[config.mk]
export PLATFORM = sky130hd
export DESIGN_NAME = msk_g4mul_hpc1_sched
export DESIGN_NICKNAME = d
export VERILOG_FILES = /design/src/rtl/msk_g4mul_hpc1_sched_pkg.sv /design/src/rtl/msk_share_fifo.sv /design/src/rtl/msk_g4mul_hpc1_sched.sv
export SDC_FILE = /design/constraint.sdc
export NUM_CORES = 1
export LEC_CHECK = 0
export ABC_AREA = 1
export ABC_CLOCK_PERIOD_IN_PS = 1700
export CAP_MARGIN = 20
export CORE_MARGIN = 2
export CORE_UTILIZATION = 45
export CTS_CLUSTER_SIZE = 24
export DETAILED_ROUTE_END_ITERATION = 8
export GPL_ROUTABILITY_DRIVEN = 0
export PLACE_DENSITY = 0.77
export SETUP_SLACK_MARGIN = 0.02
export SLEW_MARGIN = 20
export SYNTH_ARGS = -nofsm -noshare
export SYNTH_HDL_FRONTEND = slang
export SYNTH_SLANG_ARGS = --single-unit
[constraint.sdc]
create_clock -name clk -period 1.7 [get_ports clk]
set_input_delay 0.34 -clock clk [delete_from_list [all_inputs] [get_ports clk]]
set_output_delay 0.34 -clock clk [all_outputs]
set_load 0.02 [all_outputs]
[src/rtl/msk_g4mul_hpc1_sched_pkg.sv]
// rtl/msk_g4mul_hpc1_sched_pkg.sv - shared constants and width helpers for the HPC1 G(4) multiplier scheduler
package msk_g4mul_hpc1_sched_pkg;

    localparam int DEF_D          = 2;
    localparam int DEF_REF_RNDLAT = 1;
    localparam int DEF_RND_REF_W  = 2;
    localparam int DEF_RND_MUL_W  = 2;
    localparam int DEF_FIFO_DEPTH = 4;

    // The refresh part of the randomness word sits in the low bits, the
    // multiplier part directly above it.
    localparam int RND_REF_LSB = 0;

    function automatic int lat_of(input int ref_rndlat);
        return 2 + ref_rndlat;
    endfunction

    function automatic int rnd_mul_lsb(input int rnd_ref_w);
        return RND_REF_LSB + rnd_ref_w;
    endfunction

    // Counter must represent 0..depth inclusive.
    function automatic int cnt_w(input int depth);
        return $clog2(depth + 1);
    endfunction

    function automatic int ptr_w(input int depth);
        return (depth > 1) ? $clog2(depth) : 1;
    endfunction

endpackage

[src/rtl/msk_share_fifo.sv]
// rtl/msk_share_fifo.sv - share-wise register FIFO holding 2-bit masked results
// Purpose: stores DEPTH entries of two d-share bit vectors, each share bit in its own flop.
// Ports: clk, rst (sync, active-high), push/in0/in1 write side, pop/out0/out1/not_empty read side.
module msk_share_fifo
    import msk_g4mul_hpc1_sched_pkg::*;
#(
    parameter int d     = DEF_D,
    parameter int DEPTH = DEF_FIFO_DEPTH
) (
    input  logic         clk,
    input  logic         rst,
    input  logic         push,
    input  logic [d-1:0] in0,
    input  logic [d-1:0] in1,
    input  logic         pop,
    output logic [d-1:0] out0,
    output logic [d-1:0] out1,
    output logic         not_empty
);

    localparam int PW = ptr_w(DEPTH);
    localparam int CW = cnt_w(DEPTH);

    logic [d-1:0]  mem0 [DEPTH];
    logic [d-1:0]  mem1 [DEPTH];
    logic [PW-1:0] wr_ptr;
    logic [PW-1:0] rd_ptr;
    logic [CW-1:0] count;
    logic          pop_ok;

    // Pointers wrap explicitly so DEPTH need not be a power of two.
    function automatic logic [PW-1:0] next_ptr(input logic [PW-1:0] p);
        return (p == PW'(DEPTH - 1)) ? '0 : p + 1'b1;
    endfunction

    assign not_empty = (count != '0);
    assign pop_ok    = pop & not_empty;
    assign out0      = mem0[rd_ptr];
    assign out1      = mem1[rd_ptr];

    always_ff @(posedge clk) begin
        if (rst) begin
            wr_ptr <= '0;
            rd_ptr <= '0;
            count  <= '0;
        end else begin
            if (push) begin
                wr_ptr <= next_ptr(wr_ptr);
            end
            if (pop_ok) begin
                rd_ptr <= next_ptr(rd_ptr);
            end
            case ({push, pop_ok})
                2'b10:   count <= count + CW'(1);
                2'b01:   count <= count - CW'(1);
                default: count <= count;
            endcase
        end
    end

    // Data storage carries masked shares only and is deliberately not reset.
    always_ff @(posedge clk) begin
        if (push) begin
            mem0[wr_ptr] <= in0;
            mem1[wr_ptr] <= in1;
        end
    end

endmodule

[src/rtl/msk_g4mul_hpc1_sched.sv]
// rtl/msk_g4mul_hpc1_sched.sv - valid/ready scheduler around a free-running masked HPC1 G(4) multiplier
// Purpose: accepts masked operand pairs plus PRNG words, skews them to the gadget input latencies,
//          tracks results through a LAT-deep valid pipe and buffers them in a credit-bounded FIFO.
// Ports: clk/rst; in_* operand stream; rnd_* PRNG stream; g_* gadget drive/return; out_* result stream.
module msk_g4mul_hpc1_sched
    import msk_g4mul_hpc1_sched_pkg::*;
#(
    parameter int d          = DEF_D,
    parameter int REF_RNDLAT = DEF_REF_RNDLAT,
    parameter int RND_REF_W  = DEF_RND_REF_W,
    parameter int RND_MUL_W  = DEF_RND_MUL_W,
    parameter int FIFO_DEPTH = DEF_FIFO_DEPTH
) (
    input  logic                           clk,
    input  logic                           rst,
    input  logic                           in_valid,
    output logic                           in_ready,
    input  logic [d-1:0]                   in_a0,
    input  logic [d-1:0]                   in_a1,
    input  logic [d-1:0]                   in_b0,
    input  logic [d-1:0]                   in_b1,
    input  logic                           rnd_valid,
    output logic                           rnd_ready,
    input  logic [RND_REF_W+RND_MUL_W-1:0] rnd_in,
    output logic [d-1:0]                   g_ina0,
    output logic [d-1:0]                   g_ina1,
    output logic [d-1:0]                   g_inb0,
    output logic [d-1:0]                   g_inb1,
    output logic [RND_REF_W-1:0]           g_rnd_ref,
    output logic [RND_MUL_W-1:0]           g_rnd_mul,
    input  logic [d-1:0]                   g_out0,
    input  logic [d-1:0]                   g_out1,
    output logic                           out_valid,
    input  logic                           out_ready,
    output logic [d-1:0]                   out_c0,
    output logic [d-1:0]                   out_c1
);

    localparam int LAT     = lat_of(REF_RNDLAT);
    localparam int CW      = cnt_w(FIFO_DEPTH);
    localparam int MUL_LSB = rnd_mul_lsb(RND_REF_W);

    logic [CW-1:0]        cnt;
    logic [LAT-1:0]       vsr;
    logic                 acc;
    logic                 out_fire;
    logic                 b_live;
    logic                 a_live;

    logic [d-1:0]         s1_a0, s1_a1, s1_b0, s1_b1;
    logic [d-1:0]         s2_a0, s2_a1;
    logic [RND_MUL_W-1:0] s1_mul, s2_mul;

    // Credit check uses only cnt, so out_ready never reaches in_ready combinationally.
    assign in_ready  = rnd_valid & (cnt < CW'(FIFO_DEPTH));
    assign acc       = in_valid & in_ready;
    assign rnd_ready = acc;
    assign out_fire  = out_valid & out_ready;

    // vsr[k] is set in the cycle k+1 after an accept; these flags mark the
    // cycles in which the gadget's b and a/rnd_mul inputs must carry the op.
    assign b_live = (REF_RNDLAT == 0) ? acc    : vsr[0];
    assign a_live = (REF_RNDLAT == 0) ? vsr[0] : vsr[1];

    // Every gadget drive is forced to zero outside its live cycle so stale
    // operands or randomness are never replayed into the gadget.
    assign g_rnd_ref = acc    ? rnd_in[RND_REF_LSB +: RND_REF_W] : '0;
    assign g_inb0    = b_live ? ((REF_RNDLAT == 0) ? in_b0 : s1_b0) : '0;
    assign g_inb1    = b_live ? ((REF_RNDLAT == 0) ? in_b1 : s1_b1) : '0;
    assign g_ina0    = a_live ? ((REF_RNDLAT == 0) ? s1_a0 : s2_a0) : '0;
    assign g_ina1    = a_live ? ((REF_RNDLAT == 0) ? s1_a1 : s2_a1) : '0;
    assign g_rnd_mul = a_live ? ((REF_RNDLAT == 0) ? s1_mul : s2_mul) : '0;

    always_ff @(posedge clk) begin
        if (rst) begin
            vsr <= '0;
            cnt <= '0;
        end else begin
            vsr <= {vsr[LAT-2:0], acc};
            case ({acc, out_fire})
                2'b10:   cnt <= cnt + CW'(1);
                2'b01:   cnt <= cnt - CW'(1);
                default: cnt <= cnt;
            endcase
        end
    end

    // Share-wise delay lines; no reset on data, bubbles load zeros.
    always_ff @(posedge clk) begin
        s1_a0  <= acc ? in_a0 : '0;
        s1_a1  <= acc ? in_a1 : '0;
        s1_b0  <= acc ? in_b0 : '0;
        s1_b1  <= acc ? in_b1 : '0;
        s1_mul <= acc ? rnd_in[MUL_LSB +: RND_MUL_W] : '0;
        s2_a0  <= s1_a0;
        s2_a1  <= s1_a1;
        s2_mul <= s1_mul;
    end

    msk_share_fifo #(
        .d     (d),
        .DEPTH (FIFO_DEPTH)
    ) u_fifo (
        .clk       (clk),
        .rst       (rst),
        .push      (vsr[LAT-1]),
        .in0       (g_out0),
        .in1       (g_out1),
        .pop       (out_ready),
        .out0      (out_c0),
        .out1      (out_c1),
        .not_empty (out_valid)
    );

endmodule
# Yosys cells after proc, flatten, opt, wreduce, memory -nomap -nowiden
# Memory sizes are Yosys's and may differ from the RTL's. A register that Yosys moved wholly into a read port is not among the register bits.
# Index checks and enable logic that the tools add are counted.
# word_totals
regBits	29
ramBits	16
inputBits	21
output_inout_bits	19
wordCells	50
memories	2
# classes
addsub	6
n_lt_le_gt_ge	1
eq_ne	6
n_mux	16
n_bitwise	3
reduce_logical	3
# memory_table
name	depth	width	rd	rd_ports_with_merged_regs	write_ports	line	source
u_fifo.mem0	4	2	1	1	1	msk_share_fifo.sv:24	logic [d-1:0] mem0 [DEPTH];
u_fifo.mem1	4	2	1	1	1	msk_share_fifo.sv:25	logic [d-1:0] mem1 [DEPTH];
# op_table
operator	count
two-way mux 2 bit	12
case mux 3 bit (2 select lines)	2
== test 2 bit (second input constant)	4
adder 3 x 1 -> 3 bit (second input constant)	2
subtractor 3 x 1 -> 3 bit (second input constant)	2
adder 2 x 1 -> 2 bit (second input constant)	2
== test 2 x 1 -> 1 bit (second input constant)	2
nonzero test 2 bit	2
AND 1 bit	3
less-than comparator 3 bit (second input constant)	1
nonzero test 3 bit	1
two-way mux 1 bit	2

# Logic depth before layout (Yosys ltp)
# Gate-level depths: netlist of run 1.
# logic_depth
depth_word	5
depth_mapped	13
depth_no_buf	12

# Cells and area by module
# From an unflattened synthesis of run 1, not the netlist that was laid out.
# hier_totals
cells_unflattened	201
hier_area_um2	1899.3
# by_module_without_submodules
module	instances	cells_each	area_each_um2	seq_area_each_um2
msk_share_fifo	1	102	1088.5	660.6
msk_g4mul_hpc1_sched	1	99	810.8	440.4

# Worst setup path before layout of run 1
# Ideal clock, no wire load.
# synth_path
kind	input to register
startpoint	in rnd_valid
endpoint	reg cnt[2]
setup_time_ns	0.110
t_arrival_ns	1.593
required_time_ns	1.590
slack_ns	-0.003
stages	13
path_buffers	1
path_cell_list	inv_1 > nor2_4 > nand2_4 > buf_6 > ha_1 > inv_1 > fa_1 > inv_1 > nand2_1 > nand3_1 > nand2_1 > inv_1 > nor2_1
# synth_via
elab_chain_len	4
word_cells_on_any_way	6
classes_between	2 x eq/ne; 1 x mux; 2 x bitwise; 1 x reduce/logical
# synth_lines
item	line	source
from (decl)	msk_g4mul_hpc1_sched.sv:22	input logic rnd_valid,
AND 1 bit *	msk_g4mul_hpc1_sched.sv:55	assign in_ready = rnd_valid & (cnt < CW'(FIFO_DEPTH));
net in_ready	msk_g4mul_hpc1_sched.sv:17	output logic in_ready,
AND 1 bit *	msk_g4mul_hpc1_sched.sv:56	assign acc = in_valid & in_ready;
== test 2 x 1 -> 1 bit / == test 2 bit (equally long branches)	msk_g4mul_hpc1_sched.sv:80	case ({acc, out_fire})
case mux 3 bit (2 select lines) / nonzero test 2 bit (equally long branches)	n/a	
to (signal assigned)	msk_g4mul_hpc1_sched.sv:81	2'b10: cnt <= cnt + CW'(1);
to (signal assigned)	msk_g4mul_hpc1_sched.sv:82	2'b01: cnt <= cnt - CW'(1);
to (signal assigned)	msk_g4mul_hpc1_sched.sv:83	default: cnt <= cnt;
to (decl)	msk_g4mul_hpc1_sched.sv:43	logic [CW-1:0] cnt;
# The timed path passes the listed nets; every way through them passes the cells marked *.
# A chain may end at the register's enable or synchronous reset.

# Worst setup path in the final report of run 1
# layout_path
startpoint	reg u_fifo.count[2]
endpoint	reg u_fifo.count[2]
# layout_via
elab_chain_len	4
word_cells_on_any_way	8
classes_between	2 x add/sub; 2 x eq/ne; 1 x mux; 1 x bitwise; 2 x reduce/logical
# layout_lines
item	line	source
from (decl)	msk_share_fifo.sv:28	logic [CW-1:0] count;
from (signal assigned)	msk_share_fifo.sv:54	2'b10: count <= count + CW'(1);
from (signal assigned)	msk_share_fifo.sv:55	2'b01: count <= count - CW'(1);
from (signal assigned)	msk_share_fifo.sv:56	default: count <= count;
nonzero test 3 bit	msk_share_fifo.sv:36	assign not_empty = (count != '0);
AND 1 bit	msk_share_fifo.sv:37	assign pop_ok = pop & not_empty;
== test 2 x 1 -> 1 bit / == test 2 bit (equally long branches)	msk_share_fifo.sv:53	case ({push, pop_ok})
case mux 3 bit (2 select lines) / nonzero test 2 bit (equally long branches)	n/a	
# Several ways; a longest one is shown, not always the timed one.

==> summary.md, run 1 <==
| Metric | Value |
|---|---|
| Residual DRC count | 0 |
| Mean instance size in the synthesized netlist | 9.47 um2 |
| CTS root buf | clkbuf_8 |
| Arr. time, crit path | 1.80 ns |
| Vias in the first global route | 1213 |
| Pins Over Slew Limit | 0 |
| Setup repair after global routing missed its margin | yes |
| Power density relative to cell area | 1050 mW/mm2 |
| DRT iter0 DRCs | 64 |
| Via-to-Cell Ratio | 4.45 |
| Antenna cell count | 0 |
| Number of hold buffers added after cts | 0 |
| Crit path capture type | flop |
| Worst vdd rail ir drop | 0.000551 V |
| Cell type of the slowest stage on the worst timing path | fa_2 |
| Area of the die | 0.00470 mm2 |
| Cell count of the worst reg-to-reg path | 12 |
| Aggregate routed wire length | 3090 um |
| Number of clock sinks | 47 |
| Maximum achievable frequency | 0.623 GHz |
| Start-to-end type of the worst setup path | reg2reg |
| Final clock period utilization by the worst path | 0.944 |
| Highest routing layer actually used | met4 |
| Design Area, Final | 0.00245 mm2 |
| Total count of hold-check failures in the final report | 0 |
| Critical hold path startpoint | s1_a1[0]$_SDFF_PN0_ |
| Final setup violation count | 0 |
| Max clock buf depth | 2 |
| Routed wl met2 | 1540 um |
| Vias | 1340 |
| Worst skew pair latency | 0.29 ns |
| Flip-flop and latch count after synthesis | 47 |
| Number of fillers in the final layout | 345 |
| Detail Route met3 WL | 202 um |
| Lkg Pwr | 1.23 nW |
| Distinct cell type count after synthesis | 20 |
| CP most frequent cell | inv_1 |
| Result of the run | finished, final reports clean |
| Worst endpoint required time | 1.90 ns |
| Transition at the pin with the smallest max-transition slack | 0.270 ns |
| Delay of the slowest critical-path stage | 0.34 ns |
| Layout-stage area growth over the synthesis result | 30.8% |
| Worst flop-to-flop path endpoint | u_fifo.count[2]$_SDFFE_PP0P_ |
| Type of the most critical hold path | reg2reg |
| Final standard cell count with taps included and fillers excluded | 301 |
| Shortest clock period the worst path allows after layout | 1.60 ns |
| Number of antenna violations at the first check in global routing | 0 |
| Setup Skew | 0.0101 ns |
| Count of port buffers added during placement | 39 |
| Half-perimeter wire length after detailed placement | 2360 um |
| Cell type with the highest aggregate area in the netlist | dfxtp_1 |
| Pre-antenna DRT Iters | 4 |
| Gate Count Post-Synth | 198 |
| Worst reg2reg path startpoint | u_fifo.count[2]$_SDFFE_PP0P_ |
| WHS Endpoint | s2_a1[0]$_DFF_P_ |
| Number of CTS-inserted buffers | 5 |
| Kind of start point of the critical path | flop |
| Post-synthesis sequential area ratio | 0.587 |
| Area of placed instances | 0.00237 mm2 |
| Number of maximum-capacitance violations | 0 |
| Sequential standard cell area | 0.00111 mm2 |
| H-Tree Depth | 2 |
| CTS tree | built |
| Antenna-violating nets left | 0 |
| Top Ports | 40 |
| Worst path cell trace | inv_1 -> nand3_4 -> and2_4 -> ha_2 -> inv_1 -> fa_2 -> inv_1 -> nand2_1 -> nand3_1 -> nand2_1 -> inv_1 -> nor2_1 |
| Area share of the leading cell type in the synthesized netlist | 0.331 |
| Maximum number of pins on one net before global-route repair | 15 |
| Sum of overflow across all layers after global routing | 0 |
| Wire length of the first global-routing pass | 5090 um |
| Die extent in x | 68.6 um |
| Average wire per cell in the routed design | 10.2 um |
| Remaining max-slew budget at the tightest pin | 0.820 |
| Clock input transition at the sequential cells of the worst setup and hold paths | 0.08 ns |
| Post-Synthesis Net Count | 228 |
| Number of core rows | 23 |
| Total routed wire length on the met1 layer | 1310 um |
| Multi-input combinational cell area | 594 um2 |
| Register-to-register setup slack | 0.1 ns |
| Final layout net count | 280 |
| Placeable core region | 0.00400 mm2 |
| Synthesized cell area | 0.00188 mm2 |
| Initial Util | 0.469 |
| Number of instances in the placed design | 292 |
| Fraction of layout cells with a size suffix above 1 | 0.199 |
| Number of cells traversed by the worst hold path | 0 |
| Cells taking the most area after synthesis | dfxtp_1, edfxtp_1, inv_1, nand2_1, ha_1 |
| Yosys Warn Count | 0 |
| Global-route usage over all layers | 0.148 |
| Maximum fanout along the worst path | 2 |
| Chip Height | 68.6 um |
==> report_power, final <==
part | internal [W] | leakage [nW] | switching, W
sequential | 0.00125 | 0.400 | 0.0000579
combinational | 0.000287 | 0.788 | 0.000362
clock | 0.000287 | 0.0412 | 0.000338
total | 0.00182 | 1.23 | 0.000757
==> critical path: cells and delay by family, from the launching register on <==
kind,cells,cell delay [ns]
DFF,1,0.33
and+or+nand+nor,6,0.45
adders and majority gates,2,0.51
buffers and inverters,4,0.22
==> flip-flops by register name, summed over array words and instances (netlist names), named ones only <==
signal and cells:
cnt 3, s1_a0 2, s1_a1 2, s1_b0 2
s1_b1 2, s1_mul 2, s2_a0 2, s2_a1 2
s2_mul 2, u_fifo.count 3, u_fifo.mem0 8, u_fifo.mem1 8
u_fifo.rd_ptr 2, u_fifo.wr_ptr 2, vsr 3
==> repair_timing <==
| action | in CTS | in global routing |
|---|---|---|
| gates resized for setup | 36 | 22 |
| buffers inserted | 0 | 1 |
| hold endpoints to repair | 0 | 0 |
| endpoints found under the setup margin | 22 | 12 |
| pin swaps | 1 | 3 |
==> layer usage <==
metal / global-route usage / vias to the layer above
met4: 0.0575 / 0
met1: 0.167 / 587
met2: 0.251 / 38
met5: 0 / -
li1: - / 710
met3: 0.0552 / 5
==> kinds of logic after synthesis <==
| kind of cell | count (synthesis) | share of synthesized area |
|---|---|---|
| fa+ha+maj | 9 | 0.0680 |
| compound gates | 25 | 0.0694 |
| buf+inv | 53 | 0.114 |
| flops | 47 | 0.587 |
| simple gates | 64 | 0.161 |
==> final cells by class <==
cell class | instances | area share
Clock buffer | 6 | 0.0296
Clock inverter | 2 | 0.00510
Inverter | 51 | 0.0780
Multi-Input combinational cell | 98 | 0.242
Sequential cell | 47 | 0.452
Tap cell | 50 | 0.0255
Timing Repair Buffer | 47 | 0.167
==> cells in the mapped netlist <==
cell and number:
o22ai_1 4, nand2_1 24, nor2_1 20, o21ai_0 13
buf_6 2, inv_1 51, nor2_4 2, nand3_2 1
or2_1 1, edfxtp_1 16, nand2_4 1, ha_1 7
dfxtp_1 31, a21oi_1 8, nand3_1 4, nand4_1 2
nor2_2 7, nor3_1 1, and2_1 1, fa_1 2
==> cells in the final DEF (no fill, tap or decap), drive strengths merged <==
cell	count
nand2	25
a21oi	8
and2	1
clkbuf	10
ha	7
dfxtp	31
nor3	1
clkinvlp	1
o22ai	4
nand4	2
nand3	5
or2	1
edfxtp	16
nor2	29
dlygate4sd2	12
o21ai	13
inv	51
fa	2
dlymetal6s2s	3
buf	11
clkdlybuf4s50	17
clkinv	1
==> worst max-delay path by stage <==
stage                                      start                      endpoint  slack [ns]  depth (start not counted)
finish              u_fifo.count[2]$_SDFFE_PP0P_  u_fifo.count[2]$_SDFFE_PP0P_         0.1                         12
global route        u_fifo.count[2]$_SDFFE_PP0P_           cnt[2]$_SDFFE_PP0P_       -0.05                         12
CTS                                         flop                     out_c1[1]       0.006                          4
detailed placement                     rnd_valid                  g_rnd_ref[0]       -0.40                          6
global placement                       rnd_valid                  g_rnd_ref[0]       -0.35                          6
floorplan                              rnd_valid           cnt[2]$_SDFFE_PP0P_        0.03                         13
==> through the flow <==
stage / setup TNS (ns) / hold WS (ns) / total power, W / setup WS [ns] / utilization
4_1_cts: 0 / 0.331 / 0.00258 / 0.00557 / 0.610
3_3_place_gp: -2.63 / 0.310 / 0.00196 / -0.352 / 0.593
6_report: 0 / 0.330 / 0.00258 / 0.0954 / 0.613
5_1_grt: -0.0575 / 0.337 / 0.00276 / -0.0468 / 0.613
2_1_floorplan: 0 / 0.310 / 0.00172 / 0.0323 / -
3_5_place_dp: -2.96 / 0.313 / 0.00198 / -0.400 / 0.593
Note: power is estimated with default switching activity, not from simulation.
==> run 2: changes to the inputs <==
--- a/config.mk
+++ b/config.mk
@@ -6,14 +6,13 @@
 export NUM_CORES = 1
 export LEC_CHECK = 0
 export ABC_AREA = 1
-export ABC_CLOCK_PERIOD_IN_PS = 1700
 export CAP_MARGIN = 20
 export CORE_MARGIN = 2
 export CORE_UTILIZATION = 45
-export CTS_CLUSTER_SIZE = 24
+export CTS_CLUSTER_SIZE = 12
 export DETAILED_ROUTE_END_ITERATION = 8
 export GPL_ROUTABILITY_DRIVEN = 0
-export PLACE_DENSITY = 0.77
+export PLACE_DENSITY = 0.82
 export SETUP_SLACK_MARGIN = 0.02
 export SLEW_MARGIN = 20
 export SYNTH_ARGS = -nofsm -noshare
==> summary.md, run 2 (same netlist as run 1, synthesis figures left out) <==
| Metric | Value |
|---|---|
| CTS root buf | clkbuf_8 (unchanged) |
| H-Tree Depth | 2 (unchanged) |
| Arr. time, crit path | 1.91 ns (was 1.80 ns) |
| Result of the run | finished, final reports clean (unchanged) |
| Type of the most critical hold path | reg2reg (unchanged) |
| WHS Endpoint | s2_mul[0]$_DFF_P_ (was s2_a1[0]$_DFF_P_) |
| Pins Over Slew Limit | 0 (unchanged) |
| Number of cells traversed by the worst hold path | 0 (unchanged) |
| Final clock period utilization by the worst path | 0.985 (was 0.944) |
| Number of CTS-inserted buffers | 5 (unchanged) |
| Number of antenna violations at the first check in global routing | 0 (unchanged) |
| Worst skew pair latency | 0.29 ns (about the same) |
| Worst vdd rail ir drop | 0.000837 V (was 0.000551 V) |
| Average wire per cell in the routed design | 10.4 um (was 10.2 um) |
| Register-to-register setup slack | 0.03 ns (was 0.1 ns) |
| Final setup violation count | 0 (unchanged) |
| Setup repair after global routing missed its margin | yes (unchanged) |
| Setup Skew | 0.00444 ns (was 0.0101 ns) |
| Sequential group share of total power | 0.473 (was 0.507) |
| Pre-CTS setup slack | -0.393 ns (was -0.400 ns) |
| Fraction of layout cells with a size suffix above 1 | 0.198 (was 0.199) |
| Maximum fanout along the worst path | 2 (unchanged) |
| Cell count of the worst reg-to-reg path | 11 (was 12) |
| Pre-antenna DRT Iters | 4 (unchanged) |
| Number of core rows | 23 (unchanged) |
| DRT iter0 DRCs | 45 (was 64) |
| Start-to-end type of the worst setup path | reg2reg (unchanged) |
| Max clock buf depth | 2 (unchanged) |
| Top Ports | 40 (unchanged) |
| Sequential standard cell area | 0.00111 mm2 (about the same) |
| Multi-input combinational cell area | 591 um2 (was 594 um2) |
| Number of fillers in the final layout | 347 (was 345) |
| Total count of hold-check failures in the final report | 0 (unchanged) |
| Kind of start point of the critical path | flop (unchanged) |
| Final standard cell count with taps included and fillers excluded | 302 (was 301) |
| Number of maximum-capacitance violations | 0 (unchanged) |
| Combinational fraction of design power | 0.231 (was 0.251) |
| Remaining max-slew budget at the tightest pin | 0.844 (was 0.820) |
| Antenna-violating nets left | 0 (unchanged) |
| Shortest clock period the worst path allows after layout | 1.67 ns (was 1.60 ns) |
| Design internal power | 0.00199 W (was 0.00182 W) |
| Maximum achievable frequency | 0.597 GHz (was 0.623 GHz) |
| Aggregate routed wire length | 3160 um (was 3090 um) |
| Final layout net count | 281 (was 280) |
| Most common library cell in the layout ignoring fill and taps | inv_1 (unchanged) |
| CTS tree | built (unchanged) |
| Half-perimeter wire length after detailed placement | 2360 um (about the same) |
| Number of hold buffers added after cts | 0 (unchanged) |
| Net load switching power | 0.000769 W (was 0.000757 W) |
| Crit path capture type | flop (unchanged) |
| Vias in the first global route | 1269 (was 1213) |
| Final setup slack of the worst path | 0.0257 ns (was 0.0954 ns) |
| Number of clock sinks | 47 (unchanged) |
| Lkg Pwr | 1.24 nW (was 1.23 nW) |
| Sum of overflow across all layers after global routing | 0 (unchanged) |
| Antenna cell count | 0 (unchanged) |
| Via-to-Cell Ratio | 4.43 (was 4.45) |
| Area of the die | 0.00470 mm2 (unchanged) |
| Count of port buffers added during placement | 39 (unchanged) |
| Chip Height | 68.6 um (unchanged) |
| Worst reg2reg path startpoint | u_fifo.count[2]$_SDFFE_PP0P_ (unchanged) |
| Initial Util | 0.469 (unchanged) |
| Placeable core region | 0.00400 mm2 (unchanged) |
| Most frequent cells in the layout | inv_1, dfxtp_1, nand2_1 (unchanged) |
| Clock input transition at the sequential cells of the worst setup and hold paths | 0.08 ns (about the same) |
| Number of instances in the placed design | 291 (was 292) |
| Die extent in x | 68.6 um (unchanged) |
| Power density relative to cell area | 1110 mW/mm2 (was 1050 mW/mm2) |
| Global-route usage over all layers | 0.147 (was 0.148) |
| Switching power share of the total | 0.278 (was 0.293) |
| Overall power after layout | 0.00276 W (was 0.00258 W) |
| Worst endpoint required time | 1.93 ns (was 1.90 ns) |
| Power share of the clock group | 0.296 (was 0.242) |
| Residual DRC count | 0 (unchanged) |
| Critical hold path startpoint | s1_mul[0]$_SDFF_PN0_ (was s1_a1[0]$_SDFF_PN0_) |
| Largest registers | u_fifo.mem0 x8, u_fifo.mem1 x8 (unchanged) |
| Worst flop-to-flop path endpoint | u_fifo.count[2]$_SDFFE_PP0P_ (unchanged) |
| Wire length of the first global-routing pass | 5020 um (was 5090 um) |
| Layout-stage area growth over the synthesis result | 33.0% (was 30.8%) |
| Transition at the pin with the smallest max-transition slack | 0.233 ns (was 0.270 ns) |
| Maximum number of pins on one net before global-route repair | 16 (was 15) |
| Setup Total Neg Slack | 0 ns (unchanged) |
| Vias | 1337 (was 1340) |
-- run 2: how the worst max path moves through the flow --
stage	startpoint	endpoint	depth (start not counted)	slack (ns)
after floorplan	rnd_valid	cnt[2]$_SDFFE_PP0P_	13	0.03
after global placement	rnd_valid	g_rnd_ref[1]	6	-0.36
after detailed placement	rnd_valid	g_rnd_ref[0]	6	-0.39
after CTS	u_fifo.count[0]$_SDFFE_PP0P_	u_fifo.count[2]$_SDFFE_PP0P_	11	0.008
after global routing	u_fifo.count[2]$_SDFFE_PP0P_	u_fifo.count[2]$_SDFFE_PP0P_	11	-0.10
final	u_fifo.count[2]$_SDFFE_PP0P_	u_fifo.count[2]$_SDFFE_PP0P_	11	0.03
-- run 2: area by class of cell --
class | instances | share of cell area
Clock buffer | 7 | 0.0477
Clock inverter | 1 | 0.00301
Tap cell | 50 | 0.0251
Inverter | 51 | 0.0768
Multi-Input combinational cell | 98 | 0.237
Timing Repair Buffer | 48 | 0.165
Sequential cell | 47 | 0.446
-- run 2: worst max-delay path: stages (launching register included) --
cell and delay [ns]:
dfxtp_2 0.34, inv_1 0.07, nand3_4 0.09, and2_4 0.16, ha_2 0.17, inv_1 0.07, fa_2 0.35, nand2_1 0.11
nand3_1 0.09, nand2_1 0.06, inv_1 0.03, nor2_1 0.08
-- run 2: metal layers --
metal	up-vias	wire length [um]	track usage
met5	-	0	0
li1	705	-	-
met1	591	1240	0.138
met2	37	1650	0.279
met4	0	21	0.0450
met3	4	244	0.0666
-- run 2: power groups by stage --
stage	logic, W	clock network, W	registers [W]
floorplan	0.000416	0	0.00130
global placement	0.000637	0	0.00132
detailed placement	0.000660	0	0.00132
CTS	0.000648	0.000850	0.00130
global route	0.000731	0.000893	0.00132
finish	0.000639	0.000819	0.00131
-- run 2: metrics by stage --
stage,utilization,hold WS (ns),cell area (um2)
final,0.623,0.330,2490
after global routing,0.623,0.336,2490
after CTS,0.623,0.332,2490
after detailed placement,0.591,0.312,2360
after global placement,0.591,0.311,2360
after floorplan,-,0.310,1890
-- run 2: timing repair --
| action | in CTS | in global routing |
|---|---|---|
| cloned | 0 | 0 |
| setup endpoints to repair | 21 | 7 |
| resized for setup | 41 | 12 |
| buffers inserted | 2 | 1 |
| pin swaps | 3 | 1 |
==> run 3: changes to the inputs <==
--- a/config.mk
+++ b/config.mk
@@ -8,11 +8,12 @@
 export ABC_AREA = 1
 export CAP_MARGIN = 20
 export CORE_MARGIN = 2
-export CORE_UTILIZATION = 45
+export CORE_UTILIZATION = 55
 export CTS_CLUSTER_SIZE = 12
 export DETAILED_ROUTE_END_ITERATION = 8
+export DONT_BUFFER_PORTS = 1
 export GPL_ROUTABILITY_DRIVEN = 0
-export PLACE_DENSITY = 0.82
+export PLACE_DENSITY = 0.8
 export SETUP_SLACK_MARGIN = 0.02
 export SLEW_MARGIN = 20
 export SYNTH_ARGS = -nofsm -noshare
==> summary.md, run 3 (same netlist as run 1, synthesis figures left out) <==
| Metric | Value |
|---|---|
| Wire length of the first global-routing pass | 4480 um (was 5020 um) |
| Vias | 1183 (was 1337) |
| Final setup slack of the worst path | 0.0958 ns (was 0.0257 ns) |
| Vias in the first global route | 1060 (was 1269) |
| Half-perimeter wire length after detailed placement | 1940 um (was 2360 um) |
| Type of the most critical hold path | in2reg (was reg2reg) |
| Power share of the clock group | 0.268 (was 0.296) |
| Worst endpoint required time | 1.97 ns (was 1.93 ns) |
| Sum of overflow across all layers after global routing | 0 (unchanged) |
| Clock input transition at the sequential cells of the worst setup and hold paths | 0.13 ns (was 0.08 ns) |
| Number of fillers in the final layout | 288 (was 347) |
| Maximum number of pins on one net before global-route repair | 16 (unchanged) |
| Largest registers | u_fifo.mem0 x8, u_fifo.mem1 x8 (unchanged) |
| Residual DRC count | 0 (unchanged) |
| CTS root buf | clkbuf_4 (was clkbuf_8) |
| Combinational fraction of design power | 0.233 (was 0.231) |
| Die extent in x | 62.4 um (was 68.6 um) |
| Sequential group share of total power | 0.500 (was 0.473) |
| Antenna-violating nets left | 0 (unchanged) |
| Most frequent cells in the layout | inv_1, dfxtp_1, nand2_1 (unchanged) |
| Maximum fanout along the worst path | 2 (unchanged) |
| Start-to-end type of the worst setup path | reg2reg (unchanged) |
| Initial Util | 0.567 (was 0.469) |
| Layout-stage area growth over the synthesis result | 14.5% (was 33.0%) |
| Worst hold slack after final layout | 0.0326 ns (was 0.330 ns) |
| Arr. time, crit path | 1.87 ns (was 1.91 ns) |
| Area of the die | 0.00389 mm2 (was 0.00470 mm2) |
| Area of placed instances | 0.00198 mm2 (was 0.00236 mm2) |
| Number of clock sinks | 47 (unchanged) |
| Overall power after layout | 0.00261 W (was 0.00276 W) |
| Setup Skew | 0.00699 ns (was 0.00444 ns) |
| Top Ports | 40 (unchanged) |
| H-Tree Depth | 2 (unchanged) |
| DRT iter0 DRCs | 24 (was 45) |
| Transition at the pin with the smallest max-transition slack | 0.256 ns (was 0.233 ns) |
| Shortest clock period the worst path allows after layout | 1.60 ns (was 1.67 ns) |
| Global-route usage over all layers | 0.151 (was 0.147) |
| Power density relative to cell area | 1220 mW/mm2 (was 1110 mW/mm2) |
| Number of core rows | 21 (was 23) |
| Pins Over Slew Limit | 0 (unchanged) |
| Final clock period utilization by the worst path | 0.944 (was 0.985) |
| Aggregate routed wire length | 2740 um (was 3160 um) |
| Worst skew pair latency | 0.35 ns (was 0.29 ns) |
| Net load switching power | 0.000752 W (was 0.000769 W) |
| Pre-antenna DRT Iters | 4 (unchanged) |
| Fraction of layout cells with a size suffix above 1 | 0.219 (was 0.198) |
| Chip Height | 62.4 um (was 68.6 um) |
| Count of port buffers added during placement | 0 (was 39) |
| Remaining max-slew budget at the tightest pin | 0.829 (was 0.844) |
| Most common library cell in the layout ignoring fill and taps | inv_1 (unchanged) |
| Total count of hold-check failures in the final report | 0 (unchanged) |
| Switching power share of the total | 0.288 (was 0.278) |
| Result of the run | finished, final reports clean (unchanged) |
| Setup repair after global routing missed its margin | yes (unchanged) |
| Lkg Pwr | 1.03 nW (was 1.24 nW) |
| Final layout net count | 244 (was 281) |
| Max clock buf depth | 2 (unchanged) |
| Crit path capture type | flop (unchanged) |
| Worst vdd rail ir drop | 0.000940 V (was 0.000837 V) |
| CTS tree | built (unchanged) |
| Number of CTS-inserted buffers | 5 (unchanged) |
| Number of maximum-capacitance violations | 0 (unchanged) |
| Placeable core region | 0.00331 mm2 (was 0.00400 mm2) |
| Antenna cell count | 0 (unchanged) |
| Number of antenna violations at the first check in global routing | 0 (unchanged) |
| Maximum achievable frequency | 0.623 GHz (was 0.597 GHz) |
| Average wire per cell in the routed design | 10.5 um (was 10.4 um) |
| Pre-CTS setup slack | 0.0111 ns (was -0.393 ns) |
| Final setup violation count | 0 (unchanged) |
| Design internal power | 0.00186 W (was 0.00199 W) |
| Final Core Density | 0.649 (was 0.623) |
| Via-to-Cell Ratio | 4.53 (was 4.43) |
| Design Area, Final | 0.00215 mm2 (was 0.00249 mm2) |
| Kind of start point of the critical path | flop (unchanged) |
==> run 3: cell count changes in the layout (fill, tap and decap cells not counted), sizes merged <==
cell,previous run,this run
buf,12,10
bufinv,0,1
clkbuf,10,6
clkdlybuf4s50,17,0
clkinvlp,1,0
dlygate4sd2,15,0
dlygate4sd3,0,1
dlymetal6s2s,1,0
inv,51,52
==> run 3: metrics by stage <==
stage / std cells / TNS, ns
after floorplan: 198 / 0
after CTS: 258 / -0.00847
after global placement: 250 / 0
after global routing: 261 / 0
after detailed placement: 250 / 0
final: 261 / 0
==> run 3: repair_timing <==
item                                    CTS  global route
hold buffers                              0             1
gates resized for setup                   3            23
buffers inserted                          0             2
hold endpoints to repair                  0             3
endpoints found under the setup margin    8            11
pin swaps                                 0             5
==> run 3: final cells by class <==
class,count,area (um2),share of cell area
repair buffers,11,92.6,0.0431
well taps,46,57.6,0.0268
clock buffers,6,51.3,0.0239
flip-flops and latches,47,1110,0.517
inverters,51,191,0.0892
clock inverters,2,38.8,0.0181
multi-input cells,98,604,0.281
==> run 3: worst paths after layout <==
kind                                                   start  slack, ns                            end  cells after the start
worst max-delay path            u_fifo.count[2]$_SDFFE_PP0P_        0.1            cnt[2]$_SDFFE_PP0P_                     12
worst min-delay path                                     rst       0.03  u_fifo.wr_ptr[0]$_SDFFE_PP0P_                      1
worst max register to register  u_fifo.count[2]$_SDFFE_PP0P_        0.1            cnt[2]$_SDFFE_PP0P_                     12
worst min register to register          s1_mul[1]$_SDFF_PN0_       0.34              s2_mul[1]$_DFF_P_                      0
==> run 3: power groups by stage <==
stage               Clock, W  Sequential, W  Combinational [W]
floorplan                  0        0.00130           0.000416
global placement           0        0.00132           0.000526
detailed placement         0        0.00132           0.000540
CTS                 0.000711        0.00130           0.000551
global route        0.000764        0.00132           0.000684
finish              0.000699        0.00131           0.000608
==> run 3: metal layers <==
| layer | vias up | share of wire | GRT usage | wire (um) |
|---|---|---|---|---|
| met2 | 32 | 0.47 | 0.239 | 1300 |
| met3 | 6 | 0.049 | 0.0432 | 133 |
| met4 | 0 | 0.031 | 0.108 | 85 |
| met5 | - | 0 | 0 | 0 |
| met1 | 511 | 0.45 | 0.176 | 1230 |
| li1 | 634 | - | - | - |
==> run 3: worst max-delay path, stage by stage (launching register included) <==
cell	delay [ns]
dfxtp_2	0.36
inv_2	0.05
nand3_4	0.07
and2_4	0.16
ha_4	0.13
inv_2	0.05
fa_2	0.40
inv_2	0.06
nand2_1	0.06
nand3_1	0.07
nand2_1	0.05
inv_1	0.04
nor2_1	0.03
